File: src/rtl/loopback_tx_scheduler.sv
// Shares one UART transmitter between the serial echo path and a debounced
// switch-status reporter; owns all RX pop / TX push strobes and the LED mirror.
module loopback_tx_scheduler #(
  parameter logic [7:0]  REPORT_TAG    = 8'h53,
  parameter int unsigned STABLE_CYCLES = 16
) (
  input  logic       clk,
  input  logic       reset,
  input  logic [7:0] switches,
  input  logic [7:0] rx_data,
  input  logic       rx_present,
  output logic       rx_read,
  output logic [7:0] tx_data,
  output logic       tx_write,
  input  logic       tx_full,
  output logic [7:0] leds,
  output logic       report_pending,
  output logic [2:0] dbg_state
);

  // Handshakes: an RX byte is consumed by the single-cycle rx_read pulse and
  // is valid whenever rx_present is high; a TX byte is pushed by the
  // single-cycle tx_write pulse, issued only when tx_full was low at the
  // edge that decided the write (IDLE or TGAP).
  typedef enum logic [2:0] {
    S_IDLE = 3'd0,
    S_ECHO = 3'd1,
    S_TAG  = 3'd2,
    S_TGAP = 3'd3,
    S_VAL  = 3'd4,
    S_GAP  = 3'd5
  } state_t;

  localparam logic [15:0] STABLE_MAX = 16'(STABLE_CYCLES);

  state_t      state_q, state_d;
  logic [7:0]  sync1_q, sync1_d;
  logic [7:0]  sync2_q, sync2_d;
  logic [7:0]  sample_q, sample_d;
  logic [15:0] stable_cnt_q, stable_cnt_d;
  logic [7:0]  ref_q, ref_d;
  logic [7:0]  pending_val_q, pending_val_d;
  logic        report_pending_q, report_pending_d;
  logic [7:0]  snap_q, snap_d;
  logic [7:0]  tx_data_q, tx_data_d;
  logic        tx_write_q, tx_write_d;
  logic        rx_read_q, rx_read_d;
  logic [7:0]  leds_q, leds_d;
  logic        last_rep_q, last_rep_d;
  logic        accept;
  logic        tag_grant;

  always_comb begin
    state_d          = state_q;
    sync1_d          = switches;
    sync2_d          = sync1_q;
    sample_d         = sync2_q;
    stable_cnt_d     = stable_cnt_q;
    ref_d            = ref_q;
    pending_val_d    = pending_val_q;
    report_pending_d = report_pending_q;
    snap_d           = snap_q;
    tx_data_d        = tx_data_q;
    tx_write_d       = 1'b0;
    rx_read_d        = 1'b0;
    leds_d           = leds_q;
    last_rep_d       = last_rep_q;
    tag_grant        = 1'b0;

    // Stability counter restarts on any sample-to-sample difference.
    if (sync2_q != sample_q) begin
      stable_cnt_d = 16'd0;
    end else if (stable_cnt_q < STABLE_MAX) begin
      stable_cnt_d = stable_cnt_q + 16'd1;
    end
    accept = (stable_cnt_d == STABLE_MAX) && (sample_q != ref_q);

    case (state_q)
      S_IDLE: begin
        if (!tx_full) begin
          if (rx_present && (!report_pending_q || last_rep_q)) begin
            state_d    = S_ECHO;
            tx_data_d  = rx_data;
            leds_d     = rx_data;
            rx_read_d  = 1'b1;
            tx_write_d = 1'b1;
            last_rep_d = 1'b0;
          end else if (report_pending_q) begin
            state_d    = S_TAG;
            tx_data_d  = REPORT_TAG;
            snap_d     = pending_val_q;
            tx_write_d = 1'b1;
            last_rep_d = 1'b1;
            tag_grant  = 1'b1;
          end
        end
      end
      S_ECHO: state_d = S_GAP;
      S_TAG:  state_d = S_TGAP;
      S_TGAP: begin
        if (!tx_full) begin
          state_d    = S_VAL;
          tx_data_d  = snap_q;
          tx_write_d = 1'b1;
        end
      end
      S_VAL:  state_d = S_GAP;
      S_GAP:  state_d = S_IDLE;
      default: state_d = S_IDLE;
    endcase

    // A change accepted on the grant edge wins, so it gets its own report.
    if (accept) begin
      ref_d            = sample_q;
      pending_val_d    = sample_q;
      report_pending_d = 1'b1;
    end else if (tag_grant) begin
      report_pending_d = 1'b0;
    end
  end

  always_ff @(posedge clk or posedge reset) begin
    if (reset) begin
      state_q          <= S_IDLE;
      sync1_q          <= 8'h00;
      sync2_q          <= 8'h00;
      sample_q         <= 8'h00;
      stable_cnt_q     <= 16'd0;
      ref_q            <= 8'h00;
      pending_val_q    <= 8'h00;
      report_pending_q <= 1'b0;
      snap_q           <= 8'h00;
      tx_data_q        <= 8'h00;
      tx_write_q       <= 1'b0;
      rx_read_q        <= 1'b0;
      leds_q           <= 8'h00;
      last_rep_q       <= 1'b1;
    end else begin
      state_q          <= state_d;
      sync1_q          <= sync1_d;
      sync2_q          <= sync2_d;
      sample_q         <= sample_d;
      stable_cnt_q     <= stable_cnt_d;
      ref_q            <= ref_d;
      pending_val_q    <= pending_val_d;
      report_pending_q <= report_pending_d;
      snap_q           <= snap_d;
      tx_data_q        <= tx_data_d;
      tx_write_q       <= tx_write_d;
      rx_read_q        <= rx_read_d;
      leds_q           <= leds_d;
      last_rep_q       <= last_rep_d;
    end
  end

  assign rx_read        = rx_read_q;
  assign tx_data        = tx_data_q;
  assign tx_write       = tx_write_q;
  assign leds           = leds_q;
  assign report_pending = report_pending_q;
  assign dbg_state      = state_q;

endmodule

File: config.mk
export PLATFORM = sky130hd
export DESIGN_NAME = loopback_tx_scheduler
export DESIGN_NICKNAME = d
export VERILOG_FILES = /design/src/rtl/loopback_tx_scheduler.sv
export SDC_FILE = /design/constraint.sdc
export NUM_CORES = 1
export LEC_CHECK = 0
export BUFFER_PORTS_ARGS = -buffer_cell sky130_fd_sc_hd__buf_4
export CORE_MARGIN = 2
export CORE_UTILIZATION = 47
export CTS_BUF_LIST = sky130_fd_sc_hd__clkbuf_16
export DETAILED_ROUTE_END_ITERATION = 10
export PLACE_DENSITY = 0.65
export RECOVER_POWER = 100
export SLEW_MARGIN = 20
export SYNTH_ARGS = -nofsm -noshare
export SYNTH_HDL_FRONTEND = slang
export SYNTH_SLANG_ARGS = --single-unit
File: constraint.sdc
create_clock -name clk -period 3.7 [get_ports clk]
set_clock_uncertainty 0.2 [all_clocks]
set_input_delay 0.555 -clock clk [delete_from_list [all_inputs] [get_ports clk]]
set_output_delay 0.555 -clock clk [all_outputs]
set_load 0.005 [all_outputs]
==> reports/results.ini <==
[status]
status = complete, no violations

[layout]
drive_gt1_frac = 0.2918
diodes = 0
fill_cells = 525
nNetsFinal = 297
areaGrowthSynthToFinish_pct = 21.79

[setup_path]
worstPathCellList = or4_1 > nor4_1 > nand4_1 > xor2_1 > nor3_1
cp_max_fo = 4
r2r_slack_ps = 1170
arrival_ps = 2560
critPathRequiredTime_ps = 3740
path_class = flop to flop
slowest_stage = nor4_1
end_kind = flop
critPathLaunchType = flop
cpPeakStageDelay_ps = 760

[yosys]
yosysSeqAreaShare = 0.6549
synth_area_leaders = dfrtp_1, mux2_2, xnor2_1, xor2_1, nand2_1
synth_top_area_cell = dfrtp_1
yosysWarningCount = 0
synthCells = 226
async_reset_ff_frac = 1.000
synth_edf_count = 0
ys_ff_latch = 79
yosys.cell_types.count = 38
postSynthAreaPerCell_sq_um = 13.36
synth_nets = 247
synth_area_sq_mm = 0.003020
synth.top_cell.area_share = 0.6462
ys.flop_type = dfrtp_1

[run]
cap_violations = 0

[timing]
period_minus_slack_ps = 2525
relSlewSlack = 0.2250
clock.fmax_mhz = 396.0
min_period_over_period = 0.6825
setup_viol_count_final = 0
finalSetupTns_ps = 0
rsz0062_at_grt = no
maxSlewViolCount = 0
finalHoldViolCount = 0
worst_slew_pin_slew_ps = 1163

[cts]
clockBufferDepth = 2
clock-root-buffer = clkbuf_16
clock-sinks = 79
htree_levels = 3
clk_pin_slew_ps = 60
cts_buffers = 9
cts_tree = built
clkLatencyLatePin_ps = 320
holdBufCountCts = 0
ctsResizeCount = 0
post_cts_buffers = 0

[drt]
route.detailed.drc = 0
num_vias = 1841
ant_nets = 0
routed_wl_microns = 4834
drt_iter0_markers = 58
vias_per_cell = 5.142
wire_per_inst_microns = 13.50
firstDrtPassIters = 4

[global_routing]
grt_pass1_vias = 1785
grt_overflow = 0
grt_busiest_layer = met1
met3_usage = 0.03835
grt_first_pass_wirelength_microns = 8397
grt_use_total = 0.1501
use_met1 = 0.2209
grt_antenna_before_repair = 0
use_met2 = 0.2121
grt_max_degree = 31

[placement]
place_hpwl_microns = 3402
io_buffers = 41
gp_congestion = 0.7654

[power]
swShare = 0.2507
internal_power_mw = 1.730
cellPowerDensity_mw_per_mm2 = 627.6
p_leak_nw = 1.773
pwr-share-clk = 0.364
p_seq_frac = 0.470
combPwrFrac = 0.166
switchingPower_mw = 0.5787
peakVddDrop_v = 0.0004042
p_total_mw = 2.309

[worst_hold_path]
worst_hold_path_type = flop to flop

[floorplanning]
die_y_microns = 84.17
die_x_microns = 84.17
rows = 29
ios = 42
initial_utilization = 0.4812
dieArea_sq_mm = 0.007084
design.core.area_sq_mm = 0.006277

[path summary, 6_finish.rpt]
| check | start | depth (start not counted) | to |
|---|---|---|---|
| worst max register to register | stable_cnt_q[9] | 5 | stable_cnt_q[3] |
| worst min-delay path | sync1_q[2] | 0 | sample_d[2] |
| min in group asynchronous | reset | 2 | stable_cnt_q[3] |
| worst min register to register | sync1_q[2] | 0 | sample_d[2] |
| worst max-delay path | stable_cnt_q[9] | 5 | stable_cnt_q[3] |
| max in group asynchronous | reset | 3 | leds[2] |
[power groups by stage]
stage | Clock (mW) | Combinational (mW) | Sequential [mW]
after global routing | 0.896 | 0.430 | 1.11
after floorplan | 0 | 0.206 | 1.08
after global placement | 0 | 0.396 | 1.10
after detailed placement | 0 | 0.406 | 1.10
after CTS | 0.863 | 0.408 | 1.09
final | 0.841 | 0.383 | 1.09
[synth_stat cells (2+ instances only)]
cell / n
and2_1: 10
nor4_1: 3
dfrtp_1: 78
o21ai_0: 12
o22ai_1: 4
clkbuf_1: 4
mux2_2: 24
nor2_1: 8
nor3_1: 6
xor2_1: 10
a22oi_1: 4
nand4_1: 3
a31oi_1: 2
or4_1: 2
inv_1: 6
xnor2_1: 10
nand2_1: 19
[cells by family after synthesis]
group | after synthesis | synth area share
fa+ha+maj | 1 | 0.004142
compound gates | 32 | 0.07084
mux | 25 | 0.09279
simple gates | 59 | 0.1069
flops | 79 | 0.6549
xor+xnor | 20 | 0.05799
buf+inv | 10 | 0.01243
[per-stage QoR]
stage,setup slack (ps),utilization,std cells,hold slack (ps),instance area [sq um]
3_5_place_dp,1278,0.5455,342,135.8,3425
6_report,1175,0.5860,358,145.5,3679
4_1_cts,1286,0.5916,358,127.9,3714
2_1_floorplan,923.3,-,226,131.2,3020
3_3_place_gp,1314,0.5455,342,131.5,3425
5_1_grt,960.9,0.5860,358,150.9,3679
[metal layers]
metal | share of wire | up-vias
li1 | - | 902
met3 | 0.054 | 9
met5 | 0 | -
met1 | 0.51 | 880
met4 | 0.015 | 0
met2 | 0.42 | 50
[worst max-delay path, delay by kind of cell (launching register included)]
| family | cells | cell delay [ps] |
|---|---|---|
| XOR/XNOR | 1 | 180 |
| flip-flops | 1 | 370 |
| AND/OR/NAND/NOR | 4 | 1700 |
[placed cells by master (no fill, tap or decap), types with 2 or more instances in the layout]
cell type  count
and2_0         9
or4_1          3
nand2_1       19
inv_1          7
xor2_1        10
nand4_1        4
clkbuf_16      9
dfrtp_1       78
clkbuf_1       2
buf_4         11
nor4_1         4
o21ai_0       12
nor2_1         9
mux2_2        24
a22oi_1        4
o22ai_1        4
nor3_1         6
xnor2_1       10
clkinv_2       2
a31oi_1        2
clkbuf_4      30
[sequential cells by signal, summed over array words and instances, names as in the netlist]
| name | cells |
|---|---|
| dbg_state | 3 |
| last_rep_q | 1 |
| leds | 8 |
| pending_val_q | 8 |
| report_pending | 1 |
| rx_read | 1 |
| sample_d | 8 |
| sample_q | 8 |
| snap_q | 8 |
| stable_cnt_q | 16 |
| sync1_q | 8 |
| tx_data | 8 |
| tx_write | 1 |
[layout make-up]
class / instances / area [sq um] / area share
tap: 77 / 96.34 / 0.02619
clock inverter: 7 / 63.81 / 0.01735
multi-input combinational: 137 / 977.2 / 0.2656
inverter: 6 / 22.52 / 0.006122
sequential: 79 / 1978 / 0.5378
timing repair buffer: 43 / 315.3 / 0.08571
clock buffer: 9 / 225.2 / 0.06122
Note: power is estimated with default switching activity, not from simulation.
